<file path="src/rtl/uart11_serial_pkg.sv">
// Shared types for uart11_serial: bus FSM and receiver states, host-port addresses, parity helper.
// Optional even-parity framing is enabled by defining UART11_SERIAL_PARITY_EN.
package uart11_serial_pkg;

    typedef enum logic [1:0] {
        IDLE   = 2'd0,
        RXSTAT = 2'd1,
        RXWR   = 2'd2,
        TXRD   = 2'd3
    } bus_state_t;

    typedef enum logic [2:0] {
        RX_IDLE   = 3'd0,
        RX_START  = 3'd1,
        RX_DATA   = 3'd2,
        RX_STOP   = 3'd3,
        RX_WAITHI = 3'd4
    } rx_state_t;

    localparam logic [2:0] HOST_TXDATA = 3'd0;
    localparam logic [2:0] HOST_RXSTAT = 3'd4;
    localparam int         STAT_BIT    = 31;

    function automatic logic even_parity(input logic [7:0] data);
        return ^data;
    endfunction

endpackage

</file>
<file path="src/rtl/uart11_serial_rx.sv">
// Serial receiver: 2-flop synchroniser, start-bit glitch filter, mid-bit sampling, stop/parity check.
// With UART11_SERIAL_PARITY_EN defined an even parity bit is expected between data and stop.
module uart11_serial_rx
    import uart11_serial_pkg::*;
#(
    parameter int CLKDIV = 434
) (
    input  logic       clk,
    input  logic       busrst_n,
    input  logic       rxd,
    output logic       byte_stb,
    output logic [7:0] byte_data,
    output logic       ferr
);

    localparam int            TW    = $clog2(CLKDIV);
    localparam logic [TW-1:0] TMAX  = TW'(CLKDIV - 1);
    localparam logic [TW-1:0] THALF = TW'(CLKDIV / 2);
`ifdef UART11_SERIAL_PARITY_EN
    localparam int NBITS = 9;
`else
    localparam int NBITS = 8;
`endif
    localparam logic [3:0] LAST_BIT = 4'(NBITS - 1);

    logic             meta_r;
    logic             sync_r;
    rx_state_t        state_r;
    logic [TW-1:0]    timer_r;
    logic [3:0]       idx_r;
    logic [NBITS-1:0] shift_r;
    logic             good_s;

    // Synchronise the asynchronous line; idle-high reset value avoids a false start.
    always_ff @(posedge clk or negedge busrst_n) begin
        if (!busrst_n) begin
            meta_r <= 1'b1;
            sync_r <= 1'b1;
        end else begin
            meta_r <= rxd;
            sync_r <= meta_r;
        end
    end

    // A byte is accepted only with a high stop sample (and even overall parity when built in).
    always_comb begin
`ifdef UART11_SERIAL_PARITY_EN
        good_s = sync_r & ~(^shift_r);
`else
        good_s = sync_r;
`endif
    end

    // Receive FSM; the start bit is re-checked half a bit after the falling edge.
    always_ff @(posedge clk or negedge busrst_n) begin
        if (!busrst_n) begin
            state_r   <= RX_IDLE;
            timer_r   <= '0;
            idx_r     <= 4'd0;
            shift_r   <= '0;
            byte_stb  <= 1'b0;
            byte_data <= 8'd0;
            ferr      <= 1'b0;
        end else begin
            byte_stb <= 1'b0;
            ferr     <= 1'b0;
            timer_r  <= (timer_r == TMAX) ? '0 : timer_r + TW'(1);
            case (state_r)
                RX_IDLE: begin
                    timer_r <= '0;
                    idx_r   <= 4'd0;
                    if (!sync_r) state_r <= RX_START;
                end
                RX_START: begin
                    if (timer_r == THALF) begin
                        timer_r <= '0;
                        state_r <= sync_r ? RX_IDLE : RX_DATA;
                    end
                end
                RX_DATA: begin
                    if (timer_r == TMAX) begin
                        shift_r <= {sync_r, shift_r[NBITS-1:1]};
                        idx_r   <= idx_r + 4'd1;
                        if (idx_r == LAST_BIT) state_r <= RX_STOP;
                    end
                end
                RX_STOP: begin
                    if (timer_r == TMAX) begin
                        if (good_s) begin
                            byte_stb  <= 1'b1;
                            byte_data <= shift_r[7:0];
                            state_r   <= RX_IDLE;
                        end else begin
                            ferr    <= 1'b1;
                            state_r <= sync_r ? RX_IDLE : RX_WAITHI;
                        end
                    end
                end
                RX_WAITHI: begin
                    if (sync_r) state_r <= RX_IDLE;
                end
                default: state_r <= RX_IDLE;
            endcase
        end
    end

endmodule

</file>
<file path="src/rtl/uart11_serial.sv">
// Host-side master for the uart11 host port: TX FIFO -> serial line, serial line -> RX FIFO.
// Define UART11_SERIAL_PARITY_EN to add an even parity bit to every frame in both directions.
module uart11_serial
    import uart11_serial_pkg::*;
#(
    parameter int CLKDIV = 434
) (
    input  logic        clk,
    input  logic        busrst_n,
    output logic        uarthostreq,
    output logic [2:0]  uarthostaddr,
    output logic        uarthostwr,
    output logic [31:0] uarthostwdata,
    input  logic        uarthostack,
    input  logic [31:0] uarthostrdata,
    input  logic        rxd,
    output logic        txd,
    output logic        rxovr,
    output logic        rxferr
);

    localparam int            TW   = $clog2(CLKDIV);
    localparam logic [TW-1:0] TMAX = TW'(CLKDIV - 1);
`ifdef UART11_SERIAL_PARITY_EN
    localparam int TXBITS = 11;
`else
    localparam int TXBITS = 10;
`endif
    localparam logic [3:0] TX_LAST = 4'(TXBITS - 1);

    bus_state_t        state_r;
    logic              hold_full_r;
    logic [7:0]        hold_r;
    logic              tx_busy_r;
    logic [TW-1:0]     tx_timer_r;
    logic [3:0]        tx_idx_r;
    logic [TXBITS-2:0] tx_shift_r;
    logic              rx_stb_s;
    logic [7:0]        rx_byte_s;
    logic              hold_clr_s;
    logic              tx_load_s;
    logic              rdata_unused_s;

    uart11_serial_rx #(.CLKDIV(CLKDIV)) u_rx (
        .clk       (clk),
        .busrst_n  (busrst_n),
        .rxd       (rxd),
        .byte_stb  (rx_stb_s),
        .byte_data (rx_byte_s),
        .ferr      (rxferr)
    );

    assign hold_clr_s     = uarthostack && (state_r == RXWR);
    assign tx_load_s      = uarthostack && (state_r == TXRD) && uarthostrdata[STAT_BIT];
    assign rdata_unused_s = ^uarthostrdata[30:8];

    // Holding register; a store in the same cycle as the clear wins without overflow.
    always_ff @(posedge clk or negedge busrst_n) begin
        if (!busrst_n) begin
            hold_full_r <= 1'b0;
            hold_r      <= 8'd0;
            rxovr       <= 1'b0;
        end else begin
            rxovr <= 1'b0;
            if (rx_stb_s && (!hold_full_r || hold_clr_s)) begin
                hold_full_r <= 1'b1;
                hold_r      <= rx_byte_s;
            end else if (rx_stb_s) begin
                rxovr <= 1'b1;
            end else if (hold_clr_s) begin
                hold_full_r <= 1'b0;
            end
        end
    end

    // Bus FSM: one-cycle req, fields held until ack, RX path served first.
    always_ff @(posedge clk or negedge busrst_n) begin
        if (!busrst_n) begin
            state_r       <= IDLE;
            uarthostreq   <= 1'b0;
            uarthostaddr  <= 3'd0;
            uarthostwr    <= 1'b0;
            uarthostwdata <= 32'd0;
        end else begin
            uarthostreq <= 1'b0;
            case (state_r)
                IDLE: begin
                    if (hold_full_r) begin
                        state_r       <= RXSTAT;
                        uarthostreq   <= 1'b1;
                        uarthostaddr  <= HOST_RXSTAT;
                        uarthostwr    <= 1'b0;
                        uarthostwdata <= 32'd0;
                    end else if (!tx_busy_r) begin
                        state_r       <= TXRD;
                        uarthostreq   <= 1'b1;
                        uarthostaddr  <= HOST_TXDATA;
                        uarthostwr    <= 1'b0;
                        uarthostwdata <= 32'd0;
                    end
                end
                RXSTAT: begin
                    if (uarthostack) begin
                        if (uarthostrdata[STAT_BIT]) begin
                            state_r       <= RXWR;
                            uarthostreq   <= 1'b1;
                            uarthostaddr  <= HOST_RXSTAT;
                            uarthostwr    <= 1'b1;
                            uarthostwdata <= {24'd0, hold_r};
                        end else begin
                            state_r <= IDLE;
                        end
                    end
                end
                RXWR: begin
                    if (uarthostack) begin
                        state_r    <= IDLE;
                        uarthostwr <= 1'b0;
                    end
                end
                TXRD: begin
                    if (uarthostack) state_r <= IDLE;
                end
                default: state_r <= IDLE;
            endcase
        end
    end

    // TX shifter: start bit drives the line the cycle after the popped byte is acked.
    always_ff @(posedge clk or negedge busrst_n) begin
        if (!busrst_n) begin
            txd        <= 1'b1;
            tx_busy_r  <= 1'b0;
            tx_timer_r <= '0;
            tx_idx_r   <= 4'd0;
            tx_shift_r <= '0;
        end else if (tx_load_s) begin
            txd        <= 1'b0;
            tx_busy_r  <= 1'b1;
            tx_timer_r <= '0;
            tx_idx_r   <= 4'd0;
`ifdef UART11_SERIAL_PARITY_EN
            tx_shift_r <= {1'b1, even_parity(uarthostrdata[7:0]), uarthostrdata[7:0]};
`else
            tx_shift_r <= {1'b1, uarthostrdata[7:0]};
`endif
        end else if (tx_busy_r) begin
            if (tx_timer_r == TMAX) begin
                tx_timer_r <= '0;
                if (tx_idx_r == TX_LAST) begin
                    tx_busy_r <= 1'b0;
                    txd       <= 1'b1;
                end else begin
                    txd        <= tx_shift_r[0];
                    tx_shift_r <= {1'b1, tx_shift_r[TXBITS-2:1]};
                    tx_idx_r   <= tx_idx_r + 4'd1;
                end
            end else begin
                tx_timer_r <= tx_timer_r + TW'(1);
            end
        end
    end

endmodule

</file>
<file path="config.mk">
export PLATFORM = sky130hd
export DESIGN_NAME = uart11_serial
export DESIGN_NICKNAME = d
export VERILOG_FILES = /design/src/rtl/uart11_serial_pkg.sv /design/src/rtl/uart11_serial_rx.sv /design/src/rtl/uart11_serial.sv
export SDC_FILE = /design/constraint.sdc
export NUM_CORES = 1
export LEC_CHECK = 0
export ABC_CLOCK_PERIOD_IN_PS = 3500
export CAP_MARGIN = 30
export CORE_ASPECT_RATIO = 1.25
export CORE_UTILIZATION = 55
export CTS_CLUSTER_DIAMETER = 50
export CTS_CLUSTER_SIZE = 16
export DETAILED_ROUTE_END_ITERATION = 8
export PLACE_DENSITY_LB_ADDON = 0.1
export SYNTH_ARGS = -nofsm -noshare
export SYNTH_HDL_FRONTEND = slang
export SYNTH_SLANG_ARGS = --single-unit
export TNS_END_PERCENT = 50
</file>
<file path="constraint.sdc">
create_clock -name clk -period 3.5 [get_ports clk]
set_input_delay 0.525 -clock clk [delete_from_list [all_inputs] [get_ports clk]]
set_output_delay 0.525 -clock clk [all_outputs]
set_load 0.005 [all_outputs]
</file>
; ---- Yosys cells after proc, flatten, opt, wreduce, memory -nomap -nowiden
; Index checks and enable logic that the tools add are counted.
[op_classes]
n_div = 0
order_cmp = 0
n_bitwise = 0
n_addsub = 4
shift = 0
mux = 71
n_eq_ne = 25
reduce_logical = 25
n_mul = 0
[ops]
columns = operator, count
row1 = $mux 32, 4
row2 = $mux 9, 9
row3 = $pmux 32 s2, 1
row4 = $mux 3, 11
row5 = $mux 1, 28
row6 = $mux 4, 5
row7 = $add 9x1->9 const B, 2
row8 = $eq 9x9->1 const B, 2
row9 = $pmux 9 s2, 1
row10 = $pmux 3 s5, 1
row11 = $mux 2, 6
row12 = $ne 2x1->1 const B, 6
row13 = $ne 2x2->1 const B, 6
row14 = $reduce_bool 2->1, 5
row15 = $eq 9x8->1 const B, 1
row16 = $reduce_and 3->1, 3
row17 = $add 4x1->4 const B, 2
row18 = $pmux 4 s2, 1
row19 = $reduce_and 2->1, 4
row20 = $eq 3x2->1 const B, 2
row21 = $pmux 2 s3, 1
row22 = $pmux 3 s2, 1
row23 = $reduce_and 6->1, 1
row24 = $reduce_and 5->1, 1
row25 = 17 further kinds, 21
[word_totals]
reg_bits = 109
out_inout_bits = 40
romBits = 0
input_bits = 36
ramBits = 0
memories = 0
word_cells = 147
latch_bits = 0

; ---- Logic depth before layout (Yosys ltp)
; Gate-level depths: netlist of run 1.
[depth]
depth_word = 6
mapped_depth = 7
mapped_depth_nobuf = 6

; ---- By module
; Synthesis of run 1 repeated with hierarchy kept, for this count alone.
[unflattened]
hier_cells = 381
area_unflattened_um2 = 4124.0
[by_module_without_submodules]
columns = mod, seq_area_each_um2, cells_each, area_each_um2, instances
row1 = uart11_serial, 1177.4, 245, 2487.4, 1
row2 = uart11_serial_rx, 903.4, 136, 1636.6, 1

; ---- Worst setup path after synthesis of run 1
; No wires, ideal clock.
[synth_timing]
path_kind = register -> register
start = register u_rx.timer_r[1]
end = register u_rx.shift_r[1]
path_slack_ps = 1697
synth_period_minus_slack_ps = 1803
t_required_ps = 3375
stages_incl_launch_ff = 7
path_buffers = 1
arrival_time_ps = 1678
setup_ps = 125
cell_sequence = dfrtp_1 > inv_1 > ha_1 > nand3b_1 > nor4b_2 > buf_2 > mux2_2
[synth_between]
elab_chain_cells = 2
[synth_rtl]
columns = element, line_no
row1 = "start, declared", uart11_serial_rx.sv:29  ; logic [TW-1:0] timer_r;
row2 = "start signal, assigned", uart11_serial_rx.sv:67  ; timer_r <= (timer_r == TMAX) ? '0 : timer_r + TW'(1);
row3 = $eq 9x9->1, uart11_serial_rx.sv:81  ; if (timer_r == TMAX) begin
row4 = $reduce_and 2->1 (no source line), --
row5 = "end signal, assigned", uart11_serial_rx.sv:82  ; shift_r <= {sync_r, shift_r[NBITS-1:1]};
row6 = "end, declared", uart11_serial_rx.sv:31  ; logic [NBITS-1:0] shift_r;
; Every way passes these cells.
; A chain may end at the register's enable or synchronous reset.

; ---- Worst setup path after layout of run 1
[layout_timing]
start = input uarthostack
end = register tx_shift_r[1]
[layout_between]
elab_chain_cells = 4
word_cells_on_any_way = 7
cone_classes = eq/ne: 1 / mux: 1 / reduce/logical: 5
[layout_rtl]
columns = element, line_no
row1 = "start, declared", uart11_serial.sv:14  ; input logic uarthostack,
row2 = $logic_and 1x1->1 * (2 in series), uart11_serial.sv:54  ; assign tx_load_s = uarthostack && (state_r == TXRD) && uarthostrdata[STAT_BIT];
row3 = $ne 2x2->1 (no source line) or $reduce_bool 2->1 (tied branches), --
row4 = $reduce_and 3->1 (no source line), --
row5 = "end signal, assigned", uart11_serial.sv:145  ; tx_shift_r <= {1'b1, uarthostrdata[7:0]};
row6 = "end signal, assigned", uart11_serial.sv:155  ; tx_shift_r <= {1'b1, tx_shift_r[TXBITS-2:1]};
row7 = "end, declared", uart11_serial.sv:37  ; logic [TXBITS-2:0] tx_shift_r;
; Mark *: on every way between the ends. The rest lies on a longest branch, timed or not.

==> implementation parameters, run 1 <==
Parameter                              Value

Power
  Sequential group share of total power    around 56%
  Internal Dissipation    around 1500 µW
  Leakage Power    roughly 0.0020 µW
  Net switching power    616.3 µW
  Combinational fraction of design power    15.4%
  Clock Power Share    between 20 and 30%
  Power per unit of standard cell area    about 480 mW/mm²
  Final Power    approximately 2100 µW
  Maximum vdd ir drop    ~0.34 mV
  Proportion of total power due to net switching    about 29%

Layout
  Fill cell total of the finished layout    a little under 600
  Area taken by multi-input logic gates    around 0.0016 mm²
  Proportion of layout cells with a drive suffix above 1    17.22%
  Area of all placed cells without fillers    0.004372 mm²
  Most used cells in the layout excluding fill and tap cells    80 x sky130_fd_sc_hd__dfrtp_1, 41 x sky130_fd_sc_hd__nand2_1, 37 x sky130_fd_sc_hd__mux2_2, 26 x sky130_fd_sc_hd__conb_1, 25 x sky130_fd_sc_hd__clkdlybuf4s50_1
  Final core occ    between 60 and 70%
  Register cell area after layout    about 0.0021 mm²
  Area growth syn-to-layout    11.31%
  Ant. Diodes    0
  Most common cell after layout, fill and taps aside    sky130_fd_sc_hd__dfrtp_1
  Number of nets at the end of the flow    roughly 430

Global route
  Pin count of the biggest net entering global routing    just under 70
  All-layer global routing usage    just under 20%
  Via count of the first global-routing pass    approximately 2,300
  Wire length of the first global-routing pass    between 10,000 and 15,000 µm
  Antenna violations before repair    0
  Overall overflow remaining after global route    0

Detailed routing
  Vias per inst    about 5.2
  Post-DRT Antenna Nets    0
  Detailed-routing iteration count for the pre-antenna-repair pass    4
  Number of remaining DRC errors    0
  Wire per inst    13.37 µm
  Iter 0 DRT Violations    82
  Via count    2,498
  Aggregate routed wire length    ~6400 µm

Timing
  Number of setup violations in the final report    0
  Measured slew at the worst slew-check pin    between 600 and 700 ps
  Part of the cycle the worst path needs    around 60%
  Layout Skew    10.06 ps
  Final number of max-transition violations    0
  FMAX    0.4780 GHz
  Min Tclk post-route    2092 ps
  Worst-case headroom to the max-slew limit    58.12%
  Final count of hold timing violations    0
  RSZ-0062 raised after global routing    no
  Total Neg Setup Slack    0 ps

Flow run
  Number of violations of the max-capacitance limit    0

Clock network
  Number of buffers inserted by post-CTS setup repair    0
  CTS Buf Count    9
  Root buffer cell    sky130_fd_sc_hd__clkbuf_8
  Maximum buffer depth of the clock tree    2
  Number of sinks on the clock net    83
  Clock-pin transition on the worst setup and hold timing paths    80 ps
  Hold-fix buffer count after cts    0
  H-Tree Depth    3
  TritonCTS clock tree    built
  Number of instances resized during post-cts repair    0
  Clock latency of the later-clocked register in the worst-skew pair    ~350 ps

Placement
  Placer congestion estimate    ~0.85
  # port buffers    26
  Post-place instance area    approximately 0.0042 mm²
  Half-perimeter wire length after detailed placement    4604 µm

Setup path
  Worst setup startpoint    uarthostack
  Startpoint Class    input port
  Biggest cell delay along the critical path    roughly 600 ps
  Data arrival, critical path    around 2300 ps
  Minimum setup slack among reg-to-reg paths    around 1600 ps
  Critical-path top delay cell    sky130_fd_sc_hd__and4_1
  Classification of the worst setup path    input port to register
  Startpoint of the lowest-slack register-to-register path    tx_timer_r[1]
  Cell depth of the worst flop-to-flop path    6
  Cells along the critical path    clkdlybuf4s50_1 > and4_1 > mux2_2 > mux2_2
  Critical path data required time    3740 ps
  Worst reg2reg path endpoint    tx_shift_r[2]
  Crit-path max FO    14
  Crit-path leading delay family    multiplexers
  Worst path most repeated cell    sky130_fd_sc_hd__mux2_2
  Crit path buffers/inverters    1
  Crit. End Element    register

Die
  Floorplan row count    34
  Starting density of the core    56.64%
  Core footprint    between 0.006 and 0.007 mm²
  Die area    0.007485 mm²
  Die width    about 78 µm
  Vertical extent of the die    96.48 µm
  Top-Level Pins    76

Synthesis
  EDFF count, synth    0
  Sequential area share after synthesis    a little over half
  Mapped Cells    354
  Leading register cell type out of synthesis    sky130_fd_sc_hd__dfrtp_1
  Asr flop ratio synth    between 90% and 100%
  Count of yosys warnings during synthesis    0
  Synthesized area per cell    about 11 µm²
  Register bit total from synthesis    83
  Count of distinct cell types in the synthesized netlist    53
  Synthesized cell area    approximately 0.0039 mm²

Outcome
  Status    complete, no violations

Min path
  Worst hold path type    input port to asynchronous set/reset pin
## Yosys cell counts (2+ instances only)
library cell,count,area (µm²)
sky130_fd_sc_hd__or3_1,3,18.77
sky130_fd_sc_hd__inv_1,13,48.80
sky130_fd_sc_hd__and4_1,2,17.52
sky130_fd_sc_hd__and2_1,2,12.51
sky130_fd_sc_hd__o211ai_1,3,22.52
sky130_fd_sc_hd__o22ai_1,2,12.51
sky130_fd_sc_hd__nand3b_1,3,22.52
sky130_fd_sc_hd__a21oi_1,6,30.03
sky130_fd_sc_hd__buf_4,26,195.2
sky130_fd_sc_hd__xnor2_1,4,35.03
sky130_fd_sc_hd__nand3_1,9,45.04
sky130_fd_sc_hd__nor2_1,23,86.33
sky130_fd_sc_hd__and3_1,5,31.28
sky130_fd_sc_hd__dfstp_2,3,78.83
sky130_fd_sc_hd__o21ai_1,2,10.01
sky130_fd_sc_hd__or4_1,2,15.01
sky130_fd_sc_hd__o21ai_0,19,95.09
sky130_fd_sc_hd__ha_1,7,87.58
sky130_fd_sc_hd__and4b_1,2,20.02
sky130_fd_sc_hd__buf_2,3,15.01
sky130_fd_sc_hd__nor2b_1,2,12.51
sky130_fd_sc_hd__nand2_1,41,153.9
sky130_fd_sc_hd__clkbuf_1,6,22.52
sky130_fd_sc_hd__nand4_1,9,56.30
sky130_fd_sc_hd__nor3_1,4,20.02
sky130_fd_sc_hd__mux2_1,3,33.78
sky130_fd_sc_hd__xor2_1,9,78.83
sky130_fd_sc_hd__dfrtp_1,80,2002
sky130_fd_sc_hd__mux2_2,37,416.7
## registers in the layout, summed over array words and instances (netlist names), 2 cells and up
signal	count
u_rx.timer_r	9
hold_r	8
uarthostwdata	8
u_rx.idx_r	4
u_rx.shift_r	8
u_rx.byte_data	8
tx_timer_r	9
state_r	2
tx_shift_r	9
u_rx.state_r	3
tx_idx_r	4
## per-layer routing
layer	track usage [%]	up-vias	share of wire (%)
met1	23.98	1226	47
met2	32.45	23	50
met4	8.962	0	1.5
met5	0	-	0
met3	3.944	8	1.7
li1	-	1241	-
## power groups by stage
stage | registers (µW) | clock network, µW | logic, µW
3_3_place_gp | 1190 | 0 | 311
4_1_cts | 1180 | 634 | 333
3_5_place_dp | 1200 | 0 | 330
6_report | 1190 | 604 | 326
2_1_floorplan | 1170 | 0 | 245
5_1_grt | 1210 | 666 | 378
## area by class of cell
| cell class | instances | area share, % |
|---|---|---|
| Sequential cell | 83 | 47.60 |
| Multi-Input combinational cell | 247 | 37.69 |
| Clock inverter | 7 | 1.145 |
| Timing Repair Buffer | 30 | 7.041 |
| Clock buffer | 9 | 2.833 |
| Inverter | 13 | 1.116 |
| Tap cell | 90 | 2.576 |
## through the flow
stage | hold WS (ps) | worst slack, ps | cells
floorplan | 229.4 | 1697 | 379
global placement | 346.6 | 1044 | 462
detailed placement | 352.5 | 1027 | 463
CTS | 9.384 | 1396 | 479
global route | 21.68 | 1321 | 479
finish | 28.06 | 1408 | 479
## kinds of logic (layout without fill, tap and decap cells)
group | count (synthesis) | after routing | synth area share (%)
AND/OR/NAND/NOR | 120 | 120 | 16.53
AO/OA/AOI/OAI | 40 | 40 | 6.085
buffers and inverters | 49 | 59 | 7.455
adder cells (fa/ha/maj) | 7 | 7 | 2.230
flip-flops | 83 | 83 | 52.98
XOR/XNOR | 13 | 13 | 2.899
multiplexers | 41 | 41 | 11.72
other | 1 | 26 | 0.09548
## worst max path at each step
stage | end | slack (ps) | depth (start not counted)
2_1_floorplan | u_rx.shift_r[1] | 1700 | 6
3_3_place_gp | tx_shift_r[3] | 1040 | 4
3_5_place_dp | tx_shift_r[1] | 1030 | 4
4_1_cts | tx_shift_r[1] | 1400 | 4
5_1_grt | tx_shift_r[1] | 1320 | 4
6_report | tx_shift_r[1] | 1410 | 4
(Power assumes the default switching activity.)
==> run 2: changes to the inputs <==
Settings changed: ABC_CLOCK_PERIOD_IN_PS 3500 to 2100, CORE_UTILIZATION 55 to 52.
Clock period 3.5 ns to 2.1 ns, I/O delays scaled along.
==> run 2 against run 1 <==
Net effect:
- non-clock buffer count is 12 higher
- via count is 3.8% higher
- register-to-register slack worse by 1400 ps
- highest routed layer unchanged
- critical endpoint is now u_rx.state_r[1]
- sequential power is 65% higher
- critical path type is now register to register
- clock power is 82% higher
==> implementation parameters, run 2 (synthesized netlist as in run 1, its figures left out) <==
Parameter                              Value

Outcome
  Status    complete, no violations

Layout
  Most common cell after layout, fill and taps aside    sky130_fd_sc_hd__dfrtp_1
  Most used cells in the layout excluding fill and tap cells    80 x sky130_fd_sc_hd__dfrtp_1, 40 x sky130_fd_sc_hd__nand2_1, 37 x sky130_fd_sc_hd__mux2_2, 26 x sky130_fd_sc_hd__conb_1, 25 x sky130_fd_sc_hd__clkdlybuf4s50_1
  Top flop regs    tx_shift_r x9, tx_timer_r x9, u_rx.timer_r x9
  Proportion of layout cells with a drive suffix above 1    approximately 20%
  Area taken by multi-input logic gates    0.001650 mm²
  Fill cell total of the finished layout    about 610
  Ant. Diodes    0
  Number of nets at the end of the flow    439
  Area growth syn-to-layout    14.40%
  Register cell area after layout    around 0.0021 mm²
  Number of standard cells in the final layout excluding fillers    493

Power
  Internal Dissipation    between 2000 and 3000 µW
  Power per unit of standard cell area    around 810 mW/mm²
  Leakage Power    0.002080 µW
  Combinational fraction of design power    about 16%
  Net switching power    ~1100 µW
  Proportion of total power due to net switching    roughly 30%
  Maximum vdd ir drop    approximately 0.42 mV
  Clock Power Share    approximately 30%
  Sequential group share of total power    between 50% and 60%

Setup path
  Critical path data required time    about 2400 ps
  Worst setup startpoint    u_rx.timer_r[1]
  Crit-path max FO    4
  Startpoint of the lowest-slack register-to-register path    u_rx.timer_r[1]
  Cell depth of the worst flop-to-flop path    6
  Crit. End Element    register
  Startpoint Class    register
  Data arrival, critical path    roughly 2200 ps
  Classification of the worst setup path    register to register

Die
  Die area    0.007906 mm²
  Core footprint    approximately 0.0074 mm²
  Starting density of the core    53.38%
  Top-Level Pins    76
  Floorplan row count    35
  Vertical extent of the die    around 99 µm
  Die width    79.73 µm

Global route
  Via count of the first global-routing pass    about 2,500
  Antenna violations before repair    0
  Overall overflow remaining after global route    0
  Wire length of the first global-routing pass    ~11,000 µm
  Pin count of the biggest net entering global routing    47
  All-layer global routing usage    18.55%

Timing
  Worst-case headroom to the max-slew limit    a little over three fifths
  Final count of hold timing violations    0
  Final number of max-transition violations    0
  Min Tclk post-route    1910 ps
  RSZ-0062 raised after global routing    no
  Measured slew at the worst slew-check pin    551.5 ps
  Layout Skew    12.87 ps
  PnR worst setup slack    approximately 190 ps
  Part of the cycle the worst path needs    between 90% and 100%
  Number of setup violations in the final report    0
  FMAX    0.5236 GHz
  Hold slack    356.0 ps

Clock network
  H-Tree Depth    3
  Root buffer cell    sky130_fd_sc_hd__clkbuf_8
  Number of sinks on the clock net    83
  Maximum buffer depth of the clock tree    2
  Number of buffers inserted by post-CTS setup repair    0
  Clock latency of the later-clocked register in the worst-skew pair    around 370 ps
  TritonCTS clock tree    built
  Clock-pin transition on the worst setup and hold timing paths    90 ps
  CTS Buf Count    9

Placement
  # port buffers    26
  Post-Place Worst Slack    -43.10 ps
  Count of placed standard cells including taps    476
  Placer congestion estimate    0.7555
  Half-perimeter wire length after detailed placement    between 4000 and 5000 µm

Min path
  Critical hold path startpoint    u_rx.meta_r
  Hold Path Stages    0
  Worst hold path type    register to register

Flow run
  Number of violations of the max-capacitance limit    0

Detailed routing
  Iter 0 DRT Violations    about 120
  Vias per inst    roughly 5.3
  Via count    roughly 2,600
  Post-DRT Antenna Nets    0
  Wire per inst    13.25 µm
  Number of remaining DRC errors    0
  Aggregate routed wire length    around 6500 µm
  Detailed-routing iteration count for the pre-antenna-repair pass    4
==> run 2: final cells by class <==
| type | instances | area share, % |
|---|---|---|
| Tap cell | 92 | 2.562 |
| Clock inverter | 7 | 1.532 |
| Clock buffer | 9 | 2.757 |
| Multi-Input combinational cell | 247 | 36.73 |
| Sequential cell | 83 | 46.31 |
| Inverter | 13 | 1.086 |
| Timing Repair Buffer | 42 | 9.023 |
==> run 2: per-layer routing <==
layer | wire length [µm] | GRT usage [%] | share of wire, %
met3 | 165 | 4.404 | 2.5
met2 | 3213 | 30.51 | 49
met5 | 0 | 0 | 0
met1 | 2984 | 22.32 | 46
met4 | 166 | 10.16 | 2.5
==> run 2: worst max-delay path, stage by stage, from the launching register on <==
cell and delay [ps]:
sky130_fd_sc_hd__dfrtp_1 410, sky130_fd_sc_hd__inv_1 60, sky130_fd_sc_hd__ha_1 150, sky130_fd_sc_hd__nand3b_1 190
sky130_fd_sc_hd__or4_1 570, sky130_fd_sc_hd__or3_1 320, sky130_fd_sc_hd__a21oi_1 140
==> run 2: path summary, 6_finish.rpt <==
path	end	slack, ps
max	u_rx.state_r[1]	190
min	u_rx.good_s	360
max reg2reg	u_rx.state_r[1]	190
min reg2reg	u_rx.good_s	360
max in group asynchronous	u_rx.timer_r[4]	1040
min in group asynchronous	hold_full_r	440
==> run 2: timing repair <==
action                                 CTS  global route
setup endpoints to repair                0             1
endpoints found under the hold margin   34             0
hold buffers                             1             0
resized for setup                        0             1
==> run 2: power by group through the flow <==
stage / registers [µW] / clock network [µW] / logic (µW)
after floorplan: 1950 / 0 / 408
after global placement: 1980 / 0 / 556
after detailed placement: 1990 / 0 / 576
after CTS: 1960 / 1140 / 582
after global routing: 1990 / 1210 / 663
final: 1960 / 1100 / 574
==> run 2: per-stage QoR <==
step / instance area, µm² / TNS, ps / power, µW / utilization [%]
after floorplan: 4021 / 0 / 2363 / -
after global placement: 4288 / -171.0 / 2538 / 58.28
after detailed placement: 4288 / -246.3 / 2567 / 58.28
after CTS: 4491 / 0 / 3686 / 61.04
after global routing: 4493 / 0 / 3867 / 61.07
final: 4493 / 0 / 3635 / 61.07
==> run 3: changes to the inputs <==
Settings changed: CORE_ASPECT_RATIO 1.25 to 1.4, GPL_TIMING_DRIVEN from default to 0, SKIP_CTS_REPAIR_TIMING from default to 1.
==> run 3 against run 2 <==
Net effect:
- first-iteration DRC count increased by 7.7%
- combinational power is 2% higher
- clock skew fell by 3.2 ps
- largest cell class unchanged
- worst hold slack about the same
- critical path depth is the same
- via count increased by 3.2%
- clock power about the same
- wire length up 6.0%
- maximum frequency is 5.1% lower
==> implementation parameters, run 3 (synthesized netlist as in run 1, its figures left out) <==
Parameter                              Value

Layout
  Ant. Diodes    0
  Number of standard cells in the final layout excluding fillers    519
  Fill cell total of the finished layout    647
  Register cell area after layout    between 0.002 and 0.0025 mm²
  Final core occ    a little under two thirds
  Area growth syn-to-layout    18.22%
  Number of nets at the end of the flow    between 400 and 500
  Most common cell after layout, fill and taps aside    sky130_fd_sc_hd__dfrtp_1
  Most used cells in the layout excluding fill and tap cells    80 x sky130_fd_sc_hd__dfrtp_1, 40 x sky130_fd_sc_hd__nand2_1, 37 x sky130_fd_sc_hd__mux2_2, 27 x sky130_fd_sc_hd__buf_4, 26 x sky130_fd_sc_hd__conb_1
  Proportion of layout cells with a drive suffix above 1    roughly 22%
  Top flop regs    tx_shift_r x9, tx_timer_r x9, u_rx.timer_r x9
  Area taken by multi-input logic gates    ~0.0017 mm²

Detailed routing
  Vias per inst    between 5 and 6
  Post-DRT Antenna Nets    0
  Number of remaining DRC errors    0
  Detailed-routing iteration count for the pre-antenna-repair pass    4
  Aggregate routed wire length    just under 7000 µm
  Iter 0 DRT Violations    roughly 130
  Wire per inst    approximately 13 µm
  Via count    approximately 2,700

Setup path
  Cells along the critical path    clkdlybuf4s50_1 > and4_1 > clkbuf_1 > clkbuf_4 > mux2_2 > mux2_2
  Startpoint of the lowest-slack register-to-register path    state_r[0]
  Cell depth of the worst flop-to-flop path    5
  Critical path data required time    approximately 2300 ps
  Crit. End Element    register
  Worst reg2reg path endpoint    tx_shift_r[4]
  Startpoint Class    input port
  Classification of the worst setup path    input port to register
  Worst setup startpoint    uarthostack
  Minimum setup slack among reg-to-reg paths    120 ps
  Data arrival, critical path    about 2300 ps
  Crit-path max FO    10
  Worst path most repeated cell    sky130_fd_sc_hd__mux2_2
  Critical-path top delay cell    sky130_fd_sc_hd__clkdlybuf4s50_1
  Biggest cell delay along the critical path    between 500 and 600 ps

Min path
  Worst hold path type    register to register
  Hold Path Stages    0
  Critical hold path startpoint    u_rx.meta_r
  Worst hold endpoint    u_rx.good_s

Global route
  Pin count of the biggest net entering global routing    57
  All-layer global routing usage    around a fifth
  Via count of the first global-routing pass    about 2,500
  Antenna violations before repair    0
  Wire length of the first global-routing pass    11,550 µm
  Overall overflow remaining after global route    0

Timing
  Final number of max-transition violations    0
  Part of the cycle the worst path needs    between 90% and 100%
  Layout Skew    just under 10 ps
  RSZ-0062 raised after global routing    yes
  Final count of hold timing violations    0
  Min Tclk post-route    slightly above 2000 ps
  FMAX    slightly below 0.5 GHz
  Measured slew at the worst slew-check pin    between 600 and 700 ps
  Worst-case headroom to the max-slew limit    between 50% and 60%
  Number of setup violations in the final report    0

Power
  Leakage Power    0.002193 µW
  Maximum vdd ir drop    0.5206 mV
  Power per unit of standard cell area    about 790 mW/mm²

Clock network
  Clock latency of the later-clocked register in the worst-skew pair    approximately 360 ps
  TritonCTS clock tree    built
  H-Tree Depth    3
  Clock-pin transition on the worst setup and hold timing paths    around 80 ps
  Number of sinks on the clock net    between 80 and 90
  CTS Buf Count    9
  Root buffer cell    sky130_fd_sc_hd__clkbuf_8
  Maximum buffer depth of the clock tree    2

Placement
  Placer congestion estimate    0.7544
  Half-perimeter wire length after detailed placement    around 5000 µm
  # port buffers    26
  Count of placed standard cells including taps    ~500

Die
  Core footprint    about 0.0073 mm²
  Vertical extent of the die    ~100 µm
  Top-Level Pins    76
  Floorplan row count    37
  Die area    between 0.007 and 0.008 mm²
  Die width    75.45 µm
  Starting density of the core    a little over half

Flow run
  Number of violations of the max-capacitance limit    0

Outcome
  Status    complete, no violations
run 3: cell types whose count changed in the layout (fill, tap and decap cells not counted), sizes merged:
cell	delta
clkinvlp	-2
clkinv	+3
clkbuf	+8
buf	+15
inv	-4
bufinv	+1
run 3: worst max-delay path: cells and delay by family:
kind	cells	cell delay [ps]
buf+inv	3	1070
mux	2	620
simple gates	1	250
run 3: final cells by class:
cell class / count / area share, %
Buffer: 36 / 5.309
Inverter: 13 / 1.051
Sequential cell: 83 / 44.81
Multi-Input combinational cell: 247 / 35.73
Clock buffer: 10 / 2.964
Timing Repair Buffer: 28 / 6.359
Tap cell: 97 / 2.614
Clock inverter: 5 / 1.159
run 3: worst max path at each step:
stage,cells past startpoint,end
after floorplan,6,u_rx.shift_r[1]
after global placement,1,u_rx.timer_r[4]
after detailed placement,6,tx_shift_r[4]
after CTS,6,tx_shift_r[4]
after global routing,5,u_rx.byte_data[5]
final,6,tx_shift_r[4]
run 3: stage by stage:
stage	setup slack [ps]	hold slack [ps]	setup TNS (ps)	power, µW	area, µm²
final	87.59	356.1	0	3683	4643
after global routing	-10.21	361.2	-22.87	3914	4643
after CTS	74.78	-135.3	0	3734	4619
after detailed placement	-306.3	264.1	-2951	2591	4428
after global placement	-2229	348.3	-184650	2547	4403
after floorplan	297.0	19.41	0	2363	4021
run 3: metal layers:
metal	GRT usage [%]	wire (µm)	vias to the layer above
met1	23.54	2926	1322
met3	4.339	180	9
met2	32.40	3672	43
met5	0	0	-
li1	-	-	1301
met4	9.524	144	0
run 3: power by group:
| group | switching [µW] | internal, µW |
|---|---|---|
| clock network | 553 | 571 |
| logic | 273 | 311 |
| registers | 189 | 1790 |
| total | 1020 | 2670 |
